===== config.mk =====
export PLATFORM = sky130hd
export DESIGN_NAME = dmem_arbiter
export DESIGN_NICKNAME = d
export VERILOG_FILES = /design/src/rtl/dmem_arbiter.sv
export SDC_FILE = /design/constraint.sdc
export NUM_CORES = 1
export LEC_CHECK = 0
export BUFFER_PORTS_ARGS = -buffer_cell sky130_fd_sc_hd__buf_2
export CORE_MARGIN = 5
export CORE_UTILIZATION = 51
export CTS_CLUSTER_SIZE = 25
export DETAILED_ROUTE_END_ITERATION = 10
export PLACE_DENSITY = 0.86
export REMOVE_ABC_BUFFERS = 1
export SYNTH_ARGS = -nofsm -noshare
export SYNTH_HDL_FRONTEND = slang
export SYNTH_SLANG_ARGS = --single-unit

===== constraint.sdc =====
create_clock -name clk -period 7.6 [get_ports clk]
set_input_delay 0.38 -clock clk [delete_from_list [all_inputs] [get_ports clk]]
set_output_delay 0.38 -clock clk [all_outputs]
set_load 0.02 [all_outputs]

===== src/rtl/dmem_arbiter.sv =====
// Two-port round-robin arbiter in front of a single-port data memory.
// Converts byte addresses to word indices and models a fixed wait-state access.
module dmem_arbiter #(
  parameter int BASE_ADDR   = 1024,
  parameter int ADDR_W      = 16,
  parameter int WAIT_CYCLES = 3
) (
  input  logic              clk,
  input  logic              rst,
  input  logic              p0_rd_i,
  input  logic              p0_wr_i,
  input  logic [31:0]       p0_addr_i,
  input  logic [31:0]       p0_wdata_i,
  output logic [31:0]       p0_rdata_o,
  output logic              p0_ready_o,
  output logic              p0_err_o,
  input  logic              p1_rd_i,
  input  logic              p1_wr_i,
  input  logic [31:0]       p1_addr_i,
  input  logic [31:0]       p1_wdata_i,
  output logic [31:0]       p1_rdata_o,
  output logic              p1_ready_o,
  output logic              p1_err_o,
  output logic              mem_we_o,
  output logic [ADDR_W-1:0] mem_addr_o,
  output logic [31:0]       mem_wdata_o,
  input  logic [31:0]       mem_rdata_i,
  output logic [1:0]        dbg_state_o
);

  // Handshake: a requester holds pN_rd/pN_wr (with stable addr/wdata) until
  // the single-cycle pN_ready pulse, and drops or changes it at the edge
  // that ends that cycle; a request still held afterwards is a new request.

  localparam int CNT_W = (WAIT_CYCLES > 1) ? $clog2(WAIT_CYCLES) : 1;

  typedef enum logic [1:0] {
    S_IDLE   = 2'd0,
    S_ACCESS = 2'd1,
    S_DONE   = 2'd2
  } state_t;

  state_t             state_q, state_d;
  logic               prio_q;
  logic               port_q;
  logic               wr_q;
  logic               err_q;
  logic [ADDR_W-1:0]  idx_q;
  logic [31:0]        wdata_q;
  logic [CNT_W-1:0]   cnt_q;
  logic [31:0]        p0_rdata_q, p1_rdata_q;

  logic               req0, req1, gnt_any, gnt_port;
  logic               sel_wr;
  logic [31:0]        sel_addr, sel_wdata;
  logic [31:0]        offset, word;
  logic               range_err;
  logic [ADDR_W-1:0]  idx_d;

  // Grant selection and address check for the request being arbitrated.
  always_comb begin
    req0      = p0_rd_i | p0_wr_i;
    req1      = p1_rd_i | p1_wr_i;
    gnt_any   = req0 | req1;
    gnt_port  = (req0 & req1) ? prio_q : req1;
    sel_wr    = gnt_port ? p1_wr_i    : p0_wr_i;
    sel_addr  = gnt_port ? p1_addr_i  : p0_addr_i;
    sel_wdata = gnt_port ? p1_wdata_i : p0_wdata_i;
    offset    = sel_addr - 32'(BASE_ADDR);
    word      = offset >> 2;
    range_err = (sel_addr < 32'(BASE_ADDR)) || ((word >> ADDR_W) != 32'd0);
    idx_d     = word[ADDR_W-1:0];
  end

  always_ff @(posedge clk or posedge rst) begin
    if (rst) state_q <= S_IDLE;
    else     state_q <= state_d;
  end

  always_comb begin
    state_d = state_q;
    case (state_q)
      S_IDLE:   if (gnt_any) state_d = range_err ? S_DONE : S_ACCESS;
      S_ACCESS: if (cnt_q == '0) state_d = S_DONE;
      S_DONE:   state_d = S_IDLE;
      default:  state_d = S_IDLE;
    endcase
  end

  always_comb begin
    p0_ready_o  = (state_q == S_DONE) && (port_q == 1'b0);
    p1_ready_o  = (state_q == S_DONE) && (port_q == 1'b1);
    p0_err_o    = p0_ready_o & err_q;
    p1_err_o    = p1_ready_o & err_q;
    mem_we_o    = (state_q == S_ACCESS) && (cnt_q == '0) && wr_q;
    mem_addr_o  = idx_q;
    mem_wdata_o = wdata_q;
    p0_rdata_o  = p0_rdata_q;
    p1_rdata_o  = p1_rdata_q;
    dbg_state_o = state_q;
  end

  // Transfer latches; rdata registers update only when a transfer completes.
  always_ff @(posedge clk or posedge rst) begin
    if (rst) begin
      prio_q     <= 1'b0;
      port_q     <= 1'b0;
      wr_q       <= 1'b0;
      err_q      <= 1'b0;
      idx_q      <= '0;
      wdata_q    <= '0;
      cnt_q      <= '0;
      p0_rdata_q <= '0;
      p1_rdata_q <= '0;
    end else begin
      if (state_q == S_IDLE && gnt_any) begin
        port_q  <= gnt_port;
        wr_q    <= sel_wr;
        err_q   <= range_err;
        idx_q   <= idx_d;
        wdata_q <= sel_wdata;
        cnt_q   <= CNT_W'(WAIT_CYCLES - 1);
        prio_q  <= ~gnt_port;
        if (range_err) begin
          if (gnt_port) p1_rdata_q <= '0;
          else          p0_rdata_q <= '0;
        end
      end
      if (state_q == S_ACCESS) begin
        if (cnt_q != '0) begin
          cnt_q <= cnt_q - CNT_W'(1);
        end else if (port_q) begin
          p1_rdata_q <= wr_q ? 32'd0 : mem_rdata_i;
        end else begin
          p0_rdata_q <= wr_q ? 32'd0 : mem_rdata_i;
        end
      end
    end
  end

endmodule


==> metrics.txt <==
# TYPE chip_impl_metric gauge
chip_impl_metric{name="slew_violations",unit=""} 0
chip_impl_info{name="timing.setup.critical_path_class",value="flip-flop to flip-flop"} 1
chip_impl_metric{name="largest_net_degree_at_the_start_of_global_routing",unit=""} 62
chip_impl_metric{name="port_buffers",unit=""} 280
chip_impl_metric{name="grt_antenna_before_repair",unit=""} 1
chip_impl_metric{name="seq_power_share",unit=""} 0.361
chip_impl_info{name="category_of_the_worst_setup_path_launch_point",value="flip-flop"} 1
chip_impl_metric{name="power.static_leakage",unit="µW"} 0.004110
chip_impl_metric{name="ys_async_sr_fraction",unit=""} 1.000
chip_impl_metric{name="clock_power_share",unit=""} 0.329
chip_impl_info{name="crit_path_top_delay_cell",value="o211ai_4"} 1
chip_impl_metric{name="cts.htree.levels",unit=""} 4
chip_impl_metric{name="core_area",unit="µm²"} 11910
chip_impl_metric{name="layout.core_utilization",unit=""} 0.6868
chip_impl_metric{name="combined_buffer_and_inverter_count_along_the_critical_path",unit=""} 0
chip_impl_metric{name="dr_total_vias",unit=""} 6121
chip_impl_metric{name="wl",unit="mm"} 19.83
chip_impl_metric{name="fraction_of_final_layout_cells_with_drive_strength_greater_than_1",unit=""} 0.4245
chip_impl_metric{name="die_height",unit="µm"} 119.8
chip_impl_metric{name="post_cts.resized_instances",unit=""} 0
chip_impl_info{name="clock_tree_from_tritoncts",value="yes"} 1
chip_impl_metric{name="power.share.combinational",unit=""} 0.310
chip_impl_metric{name="synth_compound_area_frac",unit=""} 0.2259
chip_impl_metric{name="grt_first_pass_wirelength",unit="mm"} 30.86
chip_impl_info{name="grt_setup_unrepaired",value="false"} 1
chip_impl_info{name="path_delay_family",value="compound AO/OA/AOI/OAI gates"} 1
chip_impl_metric{name="seq_area_frac_synth",unit=""} 0.4884
chip_impl_info{name="crit_top_cell",value="mux2i_1"} 1
chip_impl_info{name="crit_chain",value="o21ba_2, nor2_1, mux2i_1, ha_1, or4b_4, or4_4, o22ai_1, mux2i_1, nor3_1, or2_2, o211ai_4, a32o_1"} 1
chip_impl_metric{name="tritoncts.num_buffers",unit=""} 17
chip_impl_metric{name="dp.final_hpwl",unit="mm"} 14.39
chip_impl_info{name="clock-root-buffer",value="clkbuf_16"} 1
chip_impl_metric{name="timing.setup.tns",unit="ns"} 0
chip_impl_metric{name="synthesis.instances",unit=""} 608
chip_impl_metric{name="critPathMaxStageDelay",unit="ns"} 0.75
chip_impl_metric{name="overall_routing_resource_usage",unit=""} 0.2690
chip_impl_metric{name="maxCapViolations",unit=""} 0
chip_impl_metric{name="yosysWarningCount",unit=""} 0
chip_impl_metric{name="hold_viol",unit=""} 0
chip_impl_metric{name="cell_internal_pwr",unit="µW"} 1458
chip_impl_metric{name="final-setup-viol-count",unit=""} 0
chip_impl_metric{name="final_min_period_over_clock_period",unit=""} 0.6362
chip_impl_info{name="run_status",value="finished, final reports clean"} 1
chip_impl_metric{name="max_slew_margin",unit=""} 0.2068
chip_impl_metric{name="start_util",unit=""} 0.5162
chip_impl_metric{name="dr.pass1.iters",unit=""} 5
chip_impl_metric{name="post_drt_via_cell_ratio",unit=""} 5.908
chip_impl_metric{name="pin_count",unit=""} 285
chip_impl_metric{name="gr-total-overflow",unit=""} 0
chip_impl_metric{name="layout-area-overhead-vs-synth",unit="%"} 33.05
chip_impl_metric{name="clk_pin_slew_worst_paths",unit="ns"} 0.06
chip_impl_metric{name="ctsLongestPathBuffers",unit=""} 2
chip_impl_metric{name="vdd_drop_max",unit="mV"} 0.2063
chip_impl_metric{name="swShare",unit=""} 0.3610
chip_impl_metric{name="fmax",unit="GHz"} 0.2068
chip_impl_metric{name="ys_ff_latch",unit=""} 120
chip_impl_metric{name="post_synth_fa_ha_maj_area_fraction",unit=""} 0.002035
chip_impl_metric{name="switching_power",unit="µW"} 823.3
chip_impl_metric{name="layout.nets",unit=""} 1042
chip_impl_metric{name="cp_data_arrival_time",unit="ns"} 5.17
chip_impl_info{name="timing.critical_path.to_type",value="flip-flop"} 1
chip_impl_metric{name="worst_pin_slew",unit="ns"} 1.190
chip_impl_metric{name="clock-sinks",unit=""} 120
chip_impl_metric{name="synth.mux.area_fraction",unit=""} 0.02340
chip_impl_metric{name="holdWs",unit="ns"} 0.1004
chip_impl_metric{name="min_period",unit="ns"} 4.835
chip_impl_metric{name="post_synth_and_or_nand_nor_area_fraction",unit=""} 0.2153
chip_impl_metric{name="post_cts_buffers",unit=""} 0
chip_impl_metric{name="skew",unit="ns"} 0.008836
chip_impl_metric{name="cp.required",unit="ns"} 7.94
chip_impl_metric{name="drtIter0Drc",unit=""} 702
chip_impl_metric{name="worst_path_max_fanout",unit=""} 32
chip_impl_metric{name="first_global_vias",unit=""} 6109
chip_impl_metric{name="netlist_area",unit="µm²"} 6148
chip_impl_metric{name="synth-edff-count",unit=""} 0
chip_impl_metric{name="drc",unit=""} 0
chip_impl_info{name="timing.hold.worst.class",value="input port to asynchronous set/reset pin"} 1
chip_impl_metric{name="worst_skew_pair.late_latency",unit="ns"} 0.41
chip_impl_metric{name="cts_hold_buf",unit=""} 0
chip_impl_metric{name="routedWlPerCell",unit="µm"} 19.14
chip_impl_metric{name="std_cell_rows",unit=""} 40
chip_impl_metric{name="post_drt_antenna_nets",unit=""} 0
chip_impl_info{name="synthFlopType",value="dfrtp_1"} 1
chip_impl_metric{name="yosys.cell_types.count",unit=""} 73
chip_impl_metric{name="postSynthAreaPerCell",unit="µm²"} 10.11
chip_impl_metric{name="die-width",unit="µm"} 119.8
chip_impl_metric{name="dieArea",unit="µm²"} 14350
chip_impl_metric{name="powerDensity",unit="nW/µm²"} 278.8
chip_impl_info{name="dominant_combinational_cell_family_by_area_after_synthesis",value="compound AO/OA/AOI/OAI gates"} 1
chip_impl_metric{name="synth_xor_area_frac",unit=""} 0.009972
chip_impl_metric{name="place_congestion",unit=""} 0.9515
-- worst reg2reg max path: cells and delay by family, from the launching register on --
kind | cells | cell delay, ns
compound gates | 4 | 1.77
simple gates | 5 | 1.59
mux | 2 | 0.54
fa+ha+maj | 1 | 0.49
flops | 1 | 0.38
-- final cells by class --
| cell class | count | area (µm²) |
|---|---|---|
| Tap cell | 147 | 183.9 |
| Clock buffer | 22 | 464.2 |
| Clock inverter | 10 | 96.34 |
| Fill cell | 942 | 3731 |
| Multi-Input combinational cell | 446 | 2959 |
| Timing Repair Buffer | 288 | 1461 |
| Antenna cell | 1 | 2.502 |
| Sequential cell | 120 | 3003 |
| Inverter | 2 | 10.01 |
-- registers in the layout, indices dropped and copies added, names as in the netlist --
signal       flops
err_q            1
cnt_q            2
dbg_state_o      2
mem_wdata_o     32
prio_q           1
p1_rdata_o      32
p0_rdata_o      32
port_q           1
mem_addr_o      16
wr_q             1
-- kinds of logic (layout without fill, tap and decap cells) --
logic type | count (synthesis) | after routing
AO/OA/AOI/OAI | 174 | 174
XOR/XNOR | 7 | 7
adder cells (fa/ha/maj) | 1 | 1
buffers and inverters | 42 | 322
flip-flops | 120 | 120
multiplexers | 14 | 14
other | 0 | 1
AND/OR/NAND/NOR | 250 | 250
-- cell usage after synthesis, types with 5 or more instances --
cell type,n,area share
a32o_1,30,0.049
o21ai_0,14,0.011
nor4_1,6,0.0061
or3_1,8,0.0081
a21oi_1,8,0.0065
or2_2,6,0.0061
nor3_1,18,0.015
buf_6,5,0.0092
clkbuf_1,29,0.018
nor2_1,26,0.016
mux2i_1,11,0.018
or4_1,11,0.013
o211ai_1,6,0.0073
nor2_2,20,0.020
a22oi_1,71,0.087
nand3_1,6,0.0049
nand2b_1,5,0.0051
dfrtp_1,120,0.49
nor2_4,10,0.018
nand2_1,108,0.066
-- worst paths after layout --
kind | slack [ns] | startpoint | cells past startpoint | to
worst max-delay path | 2.76 | prio_q | 12 | p0_rdata_o[25]
worst min-delay path | 0.10 | rst | 2 | p1_rdata_o[13]
worst max register to register | 2.76 | prio_q | 12 | p0_rdata_o[25]
worst min register to register | 0.49 | mem_addr_o[13] | 2 | mem_addr_o[13]
max in group asynchronous | 6.23 | rst | 3 | p0_rdata_o[31]
min in group clk | 0.16 | p1_wdata_i[26] | 3 | mem_wdata_o[26]
-- layer usage --
layer / share of wire / up-vias / wire length, µm / GRT usage
met3: 0.089 / 38 / 1757 / 0.06880
met4: 0.023 / 0 / 450 / 0.1031
met2: 0.50 / 325 / 9831 / 0.4608
met5: 0 / - / 0 / 0
li1: - / 2828 / - / -
met1: 0.39 / 2930 / 7788 / 0.3264
-- layout by cell type (no fill, tap or decap), types with 14 or more instances in the layout --
master,instances
a22oi_1,71
a32o_1,30
nor2_2,21
clkbuf_16,17
buf_2,280
nor2_1,24
nand2_1,108
o21ai_0,14
nor3_1,18
dfrtp_1,120
-- power groups by stage --
stage	registers (µW)	logic (µW)	clock network, µW
6_report	823	708	750
3_3_place_gp	824	698	0
4_1_cts	822	712	763
5_1_grt	837	765	792
2_1_floorplan	952	303	0
3_5_place_dp	826	710	0
-- stage by stage --
step	total power [µW]	worst slack, ns	cell area, µm²	cells
after global routing	2393	2.573	8180	1036
after detailed placement	1535	2.587	7617	1003
after floorplan	1255	1.014	5941	568
final	2281	2.765	8180	1036
after CTS	2297	2.800	8178	1035
after global placement	1522	2.629	7617	1003
(Power assumes the default switching activity.)
